--- config.mk ---
export PLATFORM = sky130hd
export DESIGN_NAME = instr_prefetch
export DESIGN_NICKNAME = d
export VERILOG_FILES = /design/src/rtl/riscv_pkg.sv /design/src/rtl/pf_fifo.sv /design/src/rtl/instr_prefetch.sv
export SDC_FILE = /design/constraint.sdc
export NUM_CORES = 1
export LEC_CHECK = 0
export ABC_AREA = 1
export ABC_CLOCK_PERIOD_IN_PS = 13800
export CORE_ASPECT_RATIO = 0.8
export CORE_MARGIN = 2
export CORE_UTILIZATION = 59
export CTS_BUF_LIST = sky130_fd_sc_hd__clkbuf_4
export CTS_CLUSTER_SIZE = 14
export DETAILED_ROUTE_END_ITERATION = 6
export PLACE_DENSITY_LB_ADDON = 0.12
export SLEW_MARGIN = 20
export SYNTH_ARGS = -nofsm -noshare
export SYNTH_HDL_FRONTEND = slang
export SYNTH_SLANG_ARGS = --single-unit
--- constraint.sdc ---
create_clock -name clk -period 13.8 [get_ports clk]
set_input_delay 1.38 -clock clk [delete_from_list [all_inputs] [get_ports clk]]
set_output_delay 1.38 -clock clk [all_outputs]
set_load 0.01 [all_outputs]
--- src/rtl/riscv_pkg.sv ---
// Shared RISC-V front-end definitions: datapath width, reset PC default and
// the prefetcher's RUN/FLUSH state encoding.
package riscv_pkg;

    localparam int unsigned XLEN = 32;

    localparam logic [XLEN-1:0] RESET_PC_DEFAULT = 32'h0000_0000;

    typedef enum logic {
        PF_RUN   = 1'b0,
        PF_FLUSH = 1'b1
    } pf_state_e;

    function automatic logic [XLEN-1:0] word_align(input logic [XLEN-1:0] addr);
        return addr & {{(XLEN-2){1'b1}}, 2'b00};
    endfunction

endpackage

--- src/rtl/pf_fifo.sv ---
// Synchronous FIFO holding prefetched {pc, instr} pairs; head is read
// straight from the storage registers, and clear empties it in one cycle.
module pf_fifo #(
    parameter int unsigned DEPTH = 4,
    parameter int unsigned WIDTH = 64
) (
    input  logic                     clk,
    input  logic                     reset,
    input  logic                     clear,
    input  logic                     push,
    input  logic [WIDTH-1:0]         push_data,
    input  logic                     pop,
    output logic [WIDTH-1:0]         head,
    output logic [$clog2(DEPTH):0]   count
);

    localparam int unsigned AW = $clog2(DEPTH);
    localparam logic [AW:0] FULL_CNT = (AW+1)'(DEPTH);

    logic [WIDTH-1:0] mem [DEPTH];
    logic [AW-1:0]    wr_ptr;
    logic [AW-1:0]    rd_ptr;
    logic             full;
    logic             empty;
    logic             push_en;
    logic             pop_en;

    assign full    = (count == FULL_CNT);
    assign empty   = (count == '0);
    // A push into a full FIFO is allowed when the head leaves the same cycle.
    assign push_en = push && (!full || pop);
    assign pop_en  = pop && !empty;
    assign head    = mem[rd_ptr];

    always_ff @(posedge clk or posedge reset) begin
        if (reset) begin
            wr_ptr <= '0;
            rd_ptr <= '0;
            count  <= '0;
            for (int unsigned i = 0; i < DEPTH; i++) begin
                mem[i] <= '0;
            end
        end else if (clear) begin
            wr_ptr <= '0;
            rd_ptr <= '0;
            count  <= '0;
        end else begin
            if (push_en) begin
                mem[wr_ptr] <= push_data;
                wr_ptr      <= wr_ptr + 1'b1;
            end
            if (pop_en) begin
                rd_ptr <= rd_ptr + 1'b1;
            end
            case ({push_en, pop_en})
                2'b10:   count <= count + 1'b1;
                2'b01:   count <= count - 1'b1;
                default: count <= count;
            endcase
        end
    end

endmodule

--- src/rtl/instr_prefetch.sv ---
// Instruction prefetcher: in-order fetch into a DEPTH-entry buffer with
// redirect/flush. Define PREFETCH_PERF_EN to add the stall_cnt output.
module instr_prefetch
    import riscv_pkg::*;
#(
    parameter int unsigned     DEPTH    = 4,
    parameter logic [XLEN-1:0] RESET_PC = RESET_PC_DEFAULT
) (
    input  logic            clk,
    input  logic            reset,
    output logic            req_valid,
    input  logic            req_ready,
    output logic [XLEN-1:0] req_addr,
    input  logic            rsp_valid,
    input  logic [XLEN-1:0] rsp_data,
    output logic            out_valid,
    input  logic            out_ready,
    output logic [XLEN-1:0] out_pc,
    output logic [XLEN-1:0] out_instr,
    input  logic            redirect,
    input  logic [XLEN-1:0] redirect_pc
`ifdef PREFETCH_PERF_EN
    ,
    output logic [31:0]     stall_cnt
`endif
);

    localparam int unsigned CW      = $clog2(DEPTH) + 1;
    localparam logic [CW:0] DEPTH_W = (CW+1)'(DEPTH);

    pf_state_e         state, state_n;
    logic [CW-1:0]     entries;
    logic [CW-1:0]     outstanding, outstanding_n;
    logic [CW-1:0]     discard, discard_n;
    logic [XLEN-1:0]   fetch_pc, fetch_pc_n;
    logic [XLEN-1:0]   rsp_pc, rsp_pc_n;
    logic [CW:0]       in_flight;
    logic              started;
    logic              accept;
    logic              rsp_take;
    logic              push;
    logic              pop;
    logic [2*XLEN-1:0] head;

    // started keeps req_valid low until the first edge after reset release.
    assign in_flight = {1'b0, entries} + {1'b0, outstanding};
    assign req_valid = started && (state == PF_RUN) && (in_flight < DEPTH_W);
    assign req_addr  = fetch_pc;
    assign accept    = req_valid && req_ready;
    assign rsp_take  = rsp_valid && (outstanding != '0);

    assign out_valid = (entries != '0);
    assign pop       = out_valid && out_ready && !redirect;
    assign push      = rsp_take && (state == PF_RUN) && !redirect;
    assign out_pc    = head[2*XLEN-1:XLEN];
    assign out_instr = head[XLEN-1:0];

    pf_fifo #(
        .DEPTH (DEPTH),
        .WIDTH (2*XLEN)
    ) u_fifo (
        .clk       (clk),
        .reset     (reset),
        .clear     (redirect),
        .push      (push),
        .push_data ({rsp_pc, rsp_data}),
        .pop       (pop),
        .head      (head),
        .count     (entries)
    );

    always_comb begin
        state_n       = state;
        discard_n     = discard;
        fetch_pc_n    = fetch_pc;
        rsp_pc_n      = rsp_pc;
        outstanding_n = outstanding;

        case ({accept, rsp_take})
            2'b10:   outstanding_n = outstanding + 1'b1;
            2'b01:   outstanding_n = outstanding - 1'b1;
            default: outstanding_n = outstanding;
        endcase

        if (accept) begin
            fetch_pc_n = fetch_pc + 32'd4;
        end

        // Responses return in order, so rsp_pc tracks the address of the
        // next kept response; after a redirect everything in flight is stale.
        if (redirect) begin
            fetch_pc_n = word_align(redirect_pc);
            rsp_pc_n   = word_align(redirect_pc);
            discard_n  = outstanding_n;
            state_n    = (outstanding_n != '0) ? PF_FLUSH : PF_RUN;
        end else if (state == PF_RUN) begin
            if (push) begin
                rsp_pc_n = rsp_pc + 32'd4;
            end
        end else if (rsp_take) begin
            discard_n = discard - 1'b1;
            if (discard == CW'(1)) begin
                state_n = PF_RUN;
            end
        end
    end

    always_ff @(posedge clk or posedge reset) begin
        if (reset) begin
            state       <= PF_RUN;
            outstanding <= '0;
            discard     <= '0;
            fetch_pc    <= RESET_PC;
            rsp_pc      <= RESET_PC;
            started     <= 1'b0;
        end else begin
            state       <= state_n;
            outstanding <= outstanding_n;
            discard     <= discard_n;
            fetch_pc    <= fetch_pc_n;
            rsp_pc      <= rsp_pc_n;
            started     <= 1'b1;
        end
    end

`ifdef PREFETCH_PERF_EN
    always_ff @(posedge clk or posedge reset) begin
        if (reset) begin
            stall_cnt <= '0;
        end else if (out_ready && !out_valid && (stall_cnt != '1)) begin
            stall_cnt <= stall_cnt + 32'd1;
        end
    end
`endif

endmodule

==> results of run 1 <==
==> cells in the mapped netlist, types with 5 or more instances <==
cell type	number
sky130_fd_sc_hd__nand3_1	64
sky130_fd_sc_hd__buf_4	9
sky130_fd_sc_hd__buf_2	10
sky130_fd_sc_hd__dfrtp_1	323
sky130_fd_sc_hd__o21ai_0	166
sky130_fd_sc_hd__xor2_1	25
sky130_fd_sc_hd__nor3_1	18
sky130_fd_sc_hd__a31oi_1	5
sky130_fd_sc_hd__nand4_1	11
sky130_fd_sc_hd__nand2_1	514
sky130_fd_sc_hd__o21ai_1	240
sky130_fd_sc_hd__o211ai_1	19
sky130_fd_sc_hd__a21oi_1	8
sky130_fd_sc_hd__inv_1	123
sky130_fd_sc_hd__clkbuf_1	67
sky130_fd_sc_hd__buf_6	23
sky130_fd_sc_hd__nor2_1	207
sky130_fd_sc_hd__o22ai_1	62
sky130_fd_sc_hd__ha_1	11
==> sequential cells by signal, summed over array words and instances (netlist names), 2 cells and up <==
name	count
u_fifo.mem	248
req_addr	30
u_fifo.count	3
u_fifo.rd_ptr	2
u_fifo.wr_ptr	2
outstanding	3
rsp_pc	30
discard	3
==> final cells by class <==
class,count,area [um2],share of cell area (%)
flip-flops and latches,323,8090,44.1
multi-input cells,1389,6510,35.5
repair buffers,175,1750,9.56
clock buffers,117,878,4.79
inverters,129,495,2.70
well taps,357,447,2.44
clock inverters,20,164,0.894
diodes,2,5.00,0.0273
==> layer usage <==
layer | wire (um) | vias to the layer above
met2 | 17900 | 531
li1 | - | 6767
met3 | 3340 | 51
met1 | 18900 | 6657
met5 | 0 | -
met4 | 643 | 0
==> worst paths after layout <==
| check | cells past startpoint | from | end |
|---|---|---|---|
| max | 5 | u_fifo.rd_ptr[0] | out_pc[27] |
| min | 2 | u_fifo.mem[133] | u_fifo.mem[133] |
| max reg2reg | 12 | u_fifo.count[0] | u_fifo.mem[9] |
| min reg2reg | 2 | u_fifo.mem[133] | u_fifo.mem[133] |
| max in group asynchronous | 4 | reset | u_fifo.mem[252] |
| min in group asynchronous | 2 | reset | discard[1] |
==> worst max-delay path, stage by stage (launching register included) <==
cell,delay [ns]
sky130_fd_sc_hd__dfrtp_4,0.68
sky130_fd_sc_hd__clkinv_2,0.19
sky130_fd_sc_hd__buf_6,0.64
sky130_fd_sc_hd__o21ai_0,0.19
sky130_fd_sc_hd__o22ai_1,0.32
sky130_fd_sc_hd__clkdlybuf4s50_1,0.62
==> report_power, final <==
group | total (uW) | switching (uW) | internal [uW]
clock network | 833 | 388 | 444
logic | 1160 | 638 | 521
registers | 1360 | 167 | 1190
total | 3350 | 1190 | 2150
==> cells by family (layout without fill, tap and decap cells) <==
group	count (synthesis)	count (layout)	synth area share [%]
and+or+nand+nor	837	837	21.5
AOI/OAI and AO/OA	505	505	17.0
DFF	323	323	51.5
buffers and inverters	241	441	7.17
xor gates and xnor gates	29	29	1.62
adders and majority gates	13	13	1.13
other	2	7	0.0478
==> metrics by stage <==
step | util [%] | total power, uW | setup WS (ns) | hold WS (ns) | instance area [um2]
after global placement | 65.9 | 2490 | 9.20 | 0.463 | 17300
after detailed placement | 65.9 | 2520 | 9.13 | 0.469 | 17300
after floorplan | - | 2030 | 3.48 | 0.448 | 15700
after global routing | 70.0 | 3570 | 8.81 | 0.504 | 18300
after CTS | 69.9 | 3360 | 8.71 | 0.484 | 18300
final | 70.0 | 3350 | 8.89 | 0.483 | 18300
==> results by stage, run 1 <==
Finish:
- In the final layout, the share of cells above drive strength 1 is 7.57%.
- In the layout the commonest cells are 514 x sky130_fd_sc_hd__nand2_1, 321 x sky130_fd_sc_hd__dfrtp_1, 240 x sky130_fd_sc_hd__o21ai_1.
- The relative area change from synthesis to final layout is 16.8%.
- After the last flow step, the layout net total stands at 2,183.
- Fill cells in the final layout number 2,116.
- The library cell used most frequently in the layout, excluding fill and tap cells, is sky130_fd_sc_hd__nand2_1.
- Leaving out filler cells and counting taps, the final layout contains 2,512.

Global route:
- The met1 demand-to-capacity share in global routing is 42.8%.
- The total routing resource utilization after global routing is 29.5%.
- The number of antenna violations at the first check in global routing is 1.
- Entering global routing, the biggest net connects 188 pins.
- The number of global-route vias before repair was 13,100.
- The global-route track usage on met2 is 44.5%.
- The first-pass GRT wire length is 66.9 mm.
- The layer flagged by global routing as most heavily used is met2.
- The total overflow left after global routing is 0.
- The met3 demand-to-capacity share in global routing is 6.87%.

Timing:
- The final-report hold violation count is 0.
- At the pin with the least slew margin, the transition time is 1.06 ns.
- On the final layout, the worst clock skew is 0.0530 ns.
- The highest attainable clock frequency is 204 MHz.
- For the final routed database, the setup TNS stands at 0 ns.
- Setup violations remaining at the end of the flow were counted as 0.
- Setup repair after global routing left no endpoint under its margin.
- The clock period could shrink to 4.91 ns.
- The final count of pins violating max slew came to 0.
- In the finished design, the share of the clock period the worst path needs comes to 35.6%.
- The remaining max-slew budget at the tightest pin is 28.6%.

Die:
- The die covers 27,900 um2.
- The core area is 26,200 um2.
- In this run the vertical extent of the chip is 150 um.
- The number of rows created at floorplan is 53.
- For this configuration, the core starts out at a cell density of 60.0%.
- The number of top-level design ports is 168.
- The die is 186 um wide.

Logic synthesis:
- The gate count of the mapped netlist is 1,950.
- The cell taking the most area after synthesis is sky130_fd_sc_hd__dfrtp_1.
- The most used flip-flop cell after synthesis is sky130_fd_sc_hd__dfrtp_1.
- In this run the mean area of a mapped cell was 8.05 um2.
- The Yosys step of the flow raised 0 warnings.
- The count of state elements after synthesis is 323.
- Of all flip-flops after synthesis, the portion carrying an async set or reset was 100%.
- Sequential elements use 51.5% of the synthesized area.
- Synthesis instantiated 41 different standard cells from the library.
- In the post-synthesis netlist, the biggest area contributors are sky130_fd_sc_hd__dfrtp_1 51%, sky130_fd_sc_hd__nand2_1 12%, sky130_fd_sc_hd__o21ai_1 7.6%.
- The top-area cell type share of the netlist area is 51.5%.
- The count of flip-flops with a built-in enable after synthesis is 0.
- The synthesized netlist occupies a cell area of 15,700 um2.

CTS:
- The number of buffers added by the clock tree synthesis step is 82.
- At the later pin of the worst-skew pair, clock insertion delay measures 0.74 ns.
- The clock net sink count is 323.
- Counting along the longest clock path gives a buffer depth of 3.
- The setup fix buffers added after clock tree synthesis is 0.
- The register clock-pin slew on the reported worst setup and hold paths is 0.06 ns.
- The clock tree from TritonCTS is yes.
- The H-tree was split into 3 levels.
- The number of hold buffers added after CTS was 0.
- The count of cells resized by post-cts repair is 0.
- The root buffer cell is sky130_fd_sc_hd__clkbuf_4.

Pwr:
- The worst-case IR drop observed on VDD is 0.128 mV.
- The analysis attributes to cell leakage a power of 0.00853 uW.
- Power spread over the standard cell area amounts to 183 nW/um2.

Critical path:
- The worst setup path is launched from a register.
- The worst setup path is captured at an output port.
- For the worst setup path, the data required time is 12.42 ns.
- The highest net fanout along the worst path is 119.
- The arrival time of data at the critical path endpoint is 3.53 ns.
- The category of the most critical setup path is register to output port.
- The slack of the worst reg-to-reg path is 10.92 ns.

Placement:
- Port buffering added 161 buffers.
- Once placement completed, the tool counted placed cells totaling 2,372.
- Routability-driven placement finished with a final weighted congestion of 0.975.
- The placed wire-length estimate is 25.2 mm.

Detailed routing:
- The vias per cell is 5.58.
- The routed layout has 14,000 vias.
- The wire length per cell is 16.2 um.
- The routed design has 40.8 mm of wire.
- The detailed router finished its first iteration with 1,369 violations.
- The number of routed nets with antenna violations is 0.
- The number of iterations in the first detailed-routing pass is 5.
- The total DRC errors in the routed layout is 0.

Outcome:
- The run finished with clean final reports.

Min path:
- The tightest min-delay check is of the register to register type.

Run:
- The tool flagged a number of max-cap violations equal to 0.
Note: power is estimated with default switching activity, not from simulation.
==> run 2, diff against run 1 <==
--- a/config.mk
+++ b/config.mk
@@ -6,10 +6,10 @@
 export NUM_CORES = 1
 export LEC_CHECK = 0
 export ABC_AREA = 1
-export ABC_CLOCK_PERIOD_IN_PS = 13800
+export ABC_CLOCK_PERIOD_IN_PS = 4300
 export CORE_ASPECT_RATIO = 0.8
 export CORE_MARGIN = 2
-export CORE_UTILIZATION = 59
+export CORE_UTILIZATION = 53
 export CTS_BUF_LIST = sky130_fd_sc_hd__clkbuf_4
 export CTS_CLUSTER_SIZE = 14
 export DETAILED_ROUTE_END_ITERATION = 6
==> constraint.sdc (replaced) <==
create_clock -name clk -period 4.3 [get_ports clk]
set_input_delay 0.43 -clock clk [delete_from_list [all_inputs] [get_ports clk]]
set_output_delay 0.43 -clock clk [all_outputs]
set_load 0.01 [all_outputs]
==> run 2 against run 1 <==
Non-clock buffer count increased by 9. Global-route usage decreased by 2.1 points. Sequential power increased to 3.2 times the previous value. Wire length is 2.2% higher. Count of clock-buffer cells in the layout down 7. Flip-flop and latch count is the same. Power grew to 3.2 times the previous value. Utilization decreased by 7.0 points. Cell area up 0.37%. First-iteration DRC count decreased by 9.1%. Sequential share of layout area down 0.16 points.
==> results by stage, run 2 (synthesized netlist as in run 1, its figures left out) <==
Outcome:
- The run finished with clean final reports.

CTS:
- TritonCTS created 82 clock buffers.
- In this run the number of H-tree levels came out at 3.
- The number of buffers added to fix hold violations after cts is 0.
- The register clock-pin slew on the reported worst setup and hold paths is 0.07 ns.
- The largest buffer count on any clock path is 3.
- The cell sitting at the root of the clock tree is a sky130_fd_sc_hd__clkbuf_4.
- The clock network latency to the later pin of the worst-skew pair is 0.73 ns.
- The setup fix buffers added after clock tree synthesis is 0.
- The clock tree from TritonCTS is yes.
- The count of cells resized by post-cts repair is 0.
- For this design, the sink count on the clock tree is 323.

Finish:
- The total area of multi-input combinational cells is 6530 um2.
- Leaving out fill and tap cells, the most frequent cell in the layout is sky130_fd_sc_hd__nand2_1.
- The share of layout cells above drive strength 1 is 7.81%.
- The register with the most flip-flops in the layout has 248 of them.
- The filler cell count is 2,586.
- In the final layout, flip-flops and latches occupy 8090 um2.
- In the layout the commonest cells are 514 x sky130_fd_sc_hd__nand2_1, 321 x sky130_fd_sc_hd__dfrtp_1, 240 x sky130_fd_sc_hd__o21ai_1.
- The register ranked first by flip-flop count is u_fifo.mem.
- The post-layout net count is 2,192.
- Compared with the post-synthesis result, the final layout area differs by 17.2%.

Global route:
- Entering global routing, the biggest net connects 141 pins.
- The number of global-route vias before repair came to 13,100.
- The overflow left after global routing is 0.
- The total routing resource utilization after global routing is 27.5%.
- The number of antenna violations at the first check in global routing is 1.
- The first-pass GRT wire length is 67.6 mm.

Detailed routing:
- For this run, the detailed router's first-pass iteration total came to 7.
- The detailed-route via count is 14,000.
- The vias per cell is 5.52.
- The number of routed nets with antenna violations is 0.
- The count of routing violations after the opening detailed-route iteration is 1,245.
- The total DRC errors in the routed layout is 0.
- The final layout contains routed wiring with a total length of 41.7 mm.
- The wire length per cell is 16.5 um.

Timing:
- The highest attainable clock frequency is 288 MHz.
- The remaining max-slew budget at the tightest pin is 34.7%.
- The final critical delay including setup and external delays is 3.47 ns.
- Setup violations remaining at the end of the flow were counted as 0.
- Setup repair after global routing left no endpoint under its margin.
- The portion of the clock cycle consumed by the worst path in the final layout is 80.7%.
- The final count of pins violating max slew is 0.
- Across all hold checks on the routed design, the worst slack comes to 0.169 ns.
- The final-report hold violation count is 0.
- The final setup skew is 0.0394 ns.
- Once routing completed, OpenROAD measured the worst setup slack at 0.831 ns.
- The transition at the pin with the smallest max-transition slack is 0.970 ns.

Critical path:
- Traced cell by cell, the critical path runs through clkinv_2 > buf_4 > o21ai_0 > o22ai_1 > clkdlybuf4s50_1.
- The critical path startpoint category is a register.
- At the worst endpoint, the required time is 3.87 ns.
- The critical path contains buffers and inverters numbering 3 combined.
- Along the worst path, the maximum fanout reaches 35.
- The slowest cell on the critical path is sky130_fd_sc_hd__clkdlybuf4s50_1.
- The category of the most critical setup path is register to output port.
- Data arrives at the worst endpoint at 3.04 ns.
- The category of cells accounting for the largest share of critical-path delay is buffers and inverters.
- The largest single stage delay on the critical path is 0.60 ns.
- The category of the worst setup path capture point is an output port.

Min path:
- The class of the tightest hold or removal check is primary input to register.

Placement:
- At the end of routability-driven placement, the weighted congestion stood at 0.957.
- Detailed placement ended at an HPWL of 26.6 mm.
- The setup slack at placement is 1.06 ns.
- During placement, the flow inserted port buffers numbering 161.

Pwr:
- The static leakage is 0.00853 uW.
- Power spread over the standard cell area amounts to 584 nW/um2.
- The peak ir drop on the vdd network is 0.335 mV.

Run:
- The number of max-cap violations is 0.

Die:
- The die covers 31,000 um2.
- The number of top-level design ports is 168.
- The number of rows created at floorplan is 56.
- The die boundary height is 158 um.
- The width of the die is 196 um.
- The core area is 29,200 um2.
- The initial core utilization is 53.8%.
==> run 2: final timing paths <==
kind	startpoint	to	slack, ns	depth (start not counted)
worst max-delay path	u_fifo.rd_ptr[0]	out_pc[2]	0.83	5
worst min-delay path	redirect	rsp_pc[2]	0.17	4
worst max register to register	outstanding[1]	u_fifo.mem[50]	1.53	10
worst min register to register	u_fifo.mem[124]	u_fifo.mem[124]	0.48	2
max in group asynchronous	reset	u_fifo.mem[140]	3.32	3
min in group asynchronous	reset	req_addr[4]	0.27	3
==> run 2: cell type report <==
class / count / area share (%)
Sequential cell: 323 / 43.9
Multi-Input combinational cell: 1389 / 35.5
Timing Repair Buffer: 184 / 9.94
Clock buffer: 110 / 4.49
Inverter: 129 / 2.67
Tap cell: 377 / 2.56
Clock inverter: 17 / 0.931
Antenna cell: 1 / 0.0136
==> run 2: metal layers <==
metal	part of all wire, %	vias to the layer above	track usage (%)
li1	-	6779	-
met1	47	6598	39.5
met2	43	503	41.3
met3	7.5	73	6.31
met4	2.4	0	9.09
met5	0	-	0
==> run 2: power by group <==
| part | internal [uW] | leakage (uW) | total [uW] | switching [uW] |
|---|---|---|---|---|
| logic | 1690 | 0.00369 | 3810 | 2120 |
| clock network | 1410 | 0.000593 | 2620 | 1210 |
| registers | 3820 | 0.00425 | 4320 | 502 |
==> run 2: worst reg2reg max path: stages (launching register included) <==
cell	delay (ns)
sky130_fd_sc_hd__dfrtp_1	0.38
sky130_fd_sc_hd__inv_1	0.09
sky130_fd_sc_hd__nand3_2	0.11
sky130_fd_sc_hd__nand3_4	0.16
sky130_fd_sc_hd__nor2_4	0.44
sky130_fd_sc_hd__nand2_2	0.15
sky130_fd_sc_hd__inv_4	0.18
sky130_fd_sc_hd__nand2_4	0.46
sky130_fd_sc_hd__buf_4	0.52
sky130_fd_sc_hd__nand2_1	0.10
sky130_fd_sc_hd__o21ai_1	0.06
==> run 2: metrics by stage <==
step	setup TNS [ns]	utilization, %	instances	total power, uW	cell area, um2
after floorplan	-141.72	-	1953	6500	15700
after global placement	0	59.5	2402	8050	17400
after detailed placement	0	59.5	2402	8150	17400
after CTS	0	62.9	2529	10800	18400
after global routing	0	63.0	2530	11500	18400
final	0	63.0	2530	10800	18400
==> run 3, diff against run 2 <==
--- a/config.mk
+++ b/config.mk
@@ -6,7 +6,7 @@
 export NUM_CORES = 1
 export LEC_CHECK = 0
 export ABC_AREA = 1
-export ABC_CLOCK_PERIOD_IN_PS = 4300
+export ABC_CLOCK_PERIOD_IN_PS = 2950
 export CORE_ASPECT_RATIO = 0.8
 export CORE_MARGIN = 2
 export CORE_UTILIZATION = 53
==> constraint.sdc (replaced) <==
create_clock -name clk -period 2.95 [get_ports clk]
set_input_delay 0.295 -clock clk [delete_from_list [all_inputs] [get_ports clk]]
set_output_delay 0.295 -clock clk [all_outputs]
set_load 0.01 [all_outputs]
==> run 3 against run 2 <==
Clock power grew 40%. Clock skew up 0.0041 ns. Utilization increased by 1.3 points. Largest power group unchanged. Highest routed layer unchanged.
==> results by stage, run 3 (synthesized netlist as in run 1, its figures left out) <==
Outcome:
- The flow ran to the end, and the final reports show no timing, DRC or antenna violations.

Placement:
- Buffers placed on the I/O ports in this run total 161.
- Routability-driven placement finished with a final weighted congestion of 0.945.
- Once detailed placement completed, the half-perimeter wirelength came to 26.8 mm.
- Prior to clock tree synthesis, the placed netlist has a worst setup slack of 0.385 ns.
- The placed instances occupy a cell area of 17,600 um2.

Critical path:
- Among all stages on the critical path, the largest delay is contributed by sky130_fd_sc_hd__clkdlybuf4s50_1.
- The category of the worst setup path capture point is an output port.
- The total buffers and inverters traversed by the critical path is 2.
- At the worst endpoint, the arrival time is 2.56 ns.
- The category of cells accounting for the largest share of critical-path delay is buffers and inverters.
- The required time of the critical path is 2.65 ns.
- The largest single stage delay on the critical path is 0.60 ns.
- The category of the most critical setup path is register to output port.
- In this run the worst path has a maximum fanout of 63.
- STA classifies the critical path startpoint as a register.
- The critical path goes through buf_16 > o21ai_0 > o22ai_1 > clkdlybuf4s50_1.

Global route:
- The number of global-route vias before repair came to 13,300.
- The pin count of the biggest net entering global routing is 125.
- The number of antenna violations at the first check in global routing is 1.
- The total overflow left after global routing is 0.
- The first global-routing pass estimated 69.9 mm of wire.
- The total routing resource utilization after global routing is 28.5%.

CTS:
- The clock net sink count is 323.
- The clock network latency to the later pin of the worst-skew pair is 0.70 ns.
- The clock tree synthesis step divided the H-tree into 3 levels.
- Counting the buffers created by CTS gives 84.
- The root buffer cell is sky130_fd_sc_hd__clkbuf_4.
- The register clock-pin slew on the reported worst setup and hold paths is 0.07 ns.
- No sink is reached through more buffers than the 3 on the longest clock path.
- The clock tree from TritonCTS is yes.

Timing:
- Across the routed clock network, the largest skew measured is 0.0435 ns.
- The portion of the clock cycle consumed by the worst path in the final layout is 96.9%.
- The final count of pins violating max slew is 0.
- For the finished layout, the period the worst path requires is 2.86 ns.
- Headroom to the max-slew limit came out at 36.6%.
- The final-report hold violation count was 0.
- The worst path meets setup with 0.0906 ns of slack.
- For the pin with the worst max-slew slack, the measured transition is 0.942 ns.
- Setup repair after global routing could not meet its margin everywhere.
- The highest attainable clock frequency is 350 MHz.
- The total of endpoints with negative setup slack in the final report is 0.

Die:
- The number of rows created at floorplan is 56.
- For this configuration, the core starts out at a cell density of 53.8%.
- In this run the standard cell core region covers 29,200 um2.
- The die boundary height is 158 um.
- The number of top-level design ports is 168.
- The width of the die is 196 um.
- The die covers 31,000 um2.

Pwr:
- The part of the total power dissipated in the clock network is 23.3%.
- The worst-case IR drop observed on VDD is 0.582 mV.
- The total net switching power is 5720 uW.
- In this run the static leakage power is 0.00885 uW.
- The share of total power dissipated in combinational logic is 36.6%.
- The cell area power density is 838 nW/um2.
- The internal power component is 10,000 uW.
- The switching part of the total is 36.3%.
- Sequential cells account for 40.1% of the total power.

Finish:
- The library cell used most frequently in the layout, excluding fill and tap cells, is sky130_fd_sc_hd__nand2_1.
- In the final layout, the multi-input gates occupy 6550 um2.
- Fill cells in the final layout number 2,594.
- The area of all sequential standard cells is 8090 um2.
- The cell area after layout is 18,800 um2.
- The post-layout net count is 2,210.
- The register with the most flip-flops in the layout has 248 of them.
- In the layout the commonest cells are 514 x sky130_fd_sc_hd__nand2_1, 321 x sky130_fd_sc_hd__dfrtp_1, 240 x sky130_fd_sc_hd__o21ai_1.
- The relative area change from synthesis to final layout is 19.7%.
- The share of layout cells above drive strength 1 is 8.95%.
- Counting flops per register, the top entry is u_fifo.mem.

Detailed routing:
- For this run, the detailed router's first-pass iteration total came to 5.
- Summing over every cut layer, the via total after detailed routing is 14,100.
- The total DRC errors in the routed layout is 0.
- The first routing iteration left 1,220 violations.
- After detailed routing, the total wire length is 43.6 mm.
- The vias per cell is 5.51.
- In the final routed layout, each cell accounts on average for 17.0 um.
- The number of routed nets with antenna violations is 0.

Min path:
- In this run the worst hold path is classified as primary input to register.

Run:
- Max-cap violations in this run came to 0.
[run 3: tightest hold or removal path: cells and delay by family]
| family | cells | cell delay (ns) |
|---|---|---|
| buffers and inverters | 1 | 0.39 |
| and+or+nand+nor | 2 | 0.18 |
[run 3: final timing paths]
| path | startpoint | cells after the start | to | slack (ns) |
|---|---|---|---|---|
| worst max register to register | u_fifo.count[1] | 13 | discard[2] | 0.39 |
| min in group asynchronous | reset | 3 | u_fifo.mem[102] | 0.55 |
| worst max-delay path | u_fifo.rd_ptr[0] | 4 | out_pc[30] | 0.09 |
| worst min register to register | u_fifo.mem[124] | 2 | u_fifo.mem[124] | 0.48 |
| worst min-delay path | redirect_pc[25] | 3 | req_addr[25] | 0.20 |
| max in group asynchronous | reset | 5 | u_fifo.mem[113] | 1.55 |
[run 3: through the flow]
stage | total power [uW] | instances | util (%) | hold slack (ns) | setup TNS [ns]
2_1_floorplan | 9480 | 1953 | - | 0.428 | -534.16
3_3_place_gp | 11800 | 2409 | 60.1 | 0.463 | 0
3_5_place_dp | 11900 | 2409 | 60.1 | 0.473 | 0
4_1_cts | 15800 | 2551 | 63.9 | 0.153 | 0
5_1_grt | 16900 | 2556 | 64.3 | 0.155 | -0.0389
6_report | 15800 | 2556 | 64.3 | 0.204 | 0
[run 3: layout make-up]
| class | instances | share of cell area (%) |
|---|---|---|
| diodes | 1 | 0.0133 |
| multi-input cells | 1389 | 34.8 |
| flip-flops and latches | 323 | 43.0 |
| clock buffers | 123 | 4.91 |
| clock inverters | 14 | 0.293 |
| inverters | 129 | 2.69 |
| well taps | 377 | 2.51 |
| repair buffers | 200 | 11.7 |
[run 3: power by group through the flow]
stage	sequential, uW	combinational [uW]	clock, uW
2_1_floorplan	6200	3280	0
4_1_cts	6290	5730	3770
3_3_place_gp	6320	5480	0
6_report	6320	5760	3680
5_1_grt	6460	6390	4010
3_5_place_dp	6360	5580	0
[run 3: repair_timing]
item	4_1_cts	5_1_grt
buffers inserted	1	2
hold endpoints to repair	17	0
cloned	2	2
gates resized for setup	12	16
endpoints found under the setup margin	48	36
pin swaps	2	1
hold buffers	2	0
[run 3: metal layers]
metal	global-route usage (%)	vias to the layer above	part of all wire, %
li1	-	6825	-
met1	42.8	6724	47
met2	42.2	484	44
met3	5.94	48	7.7
met4	7.50	0	1.4
met5	0	-	0
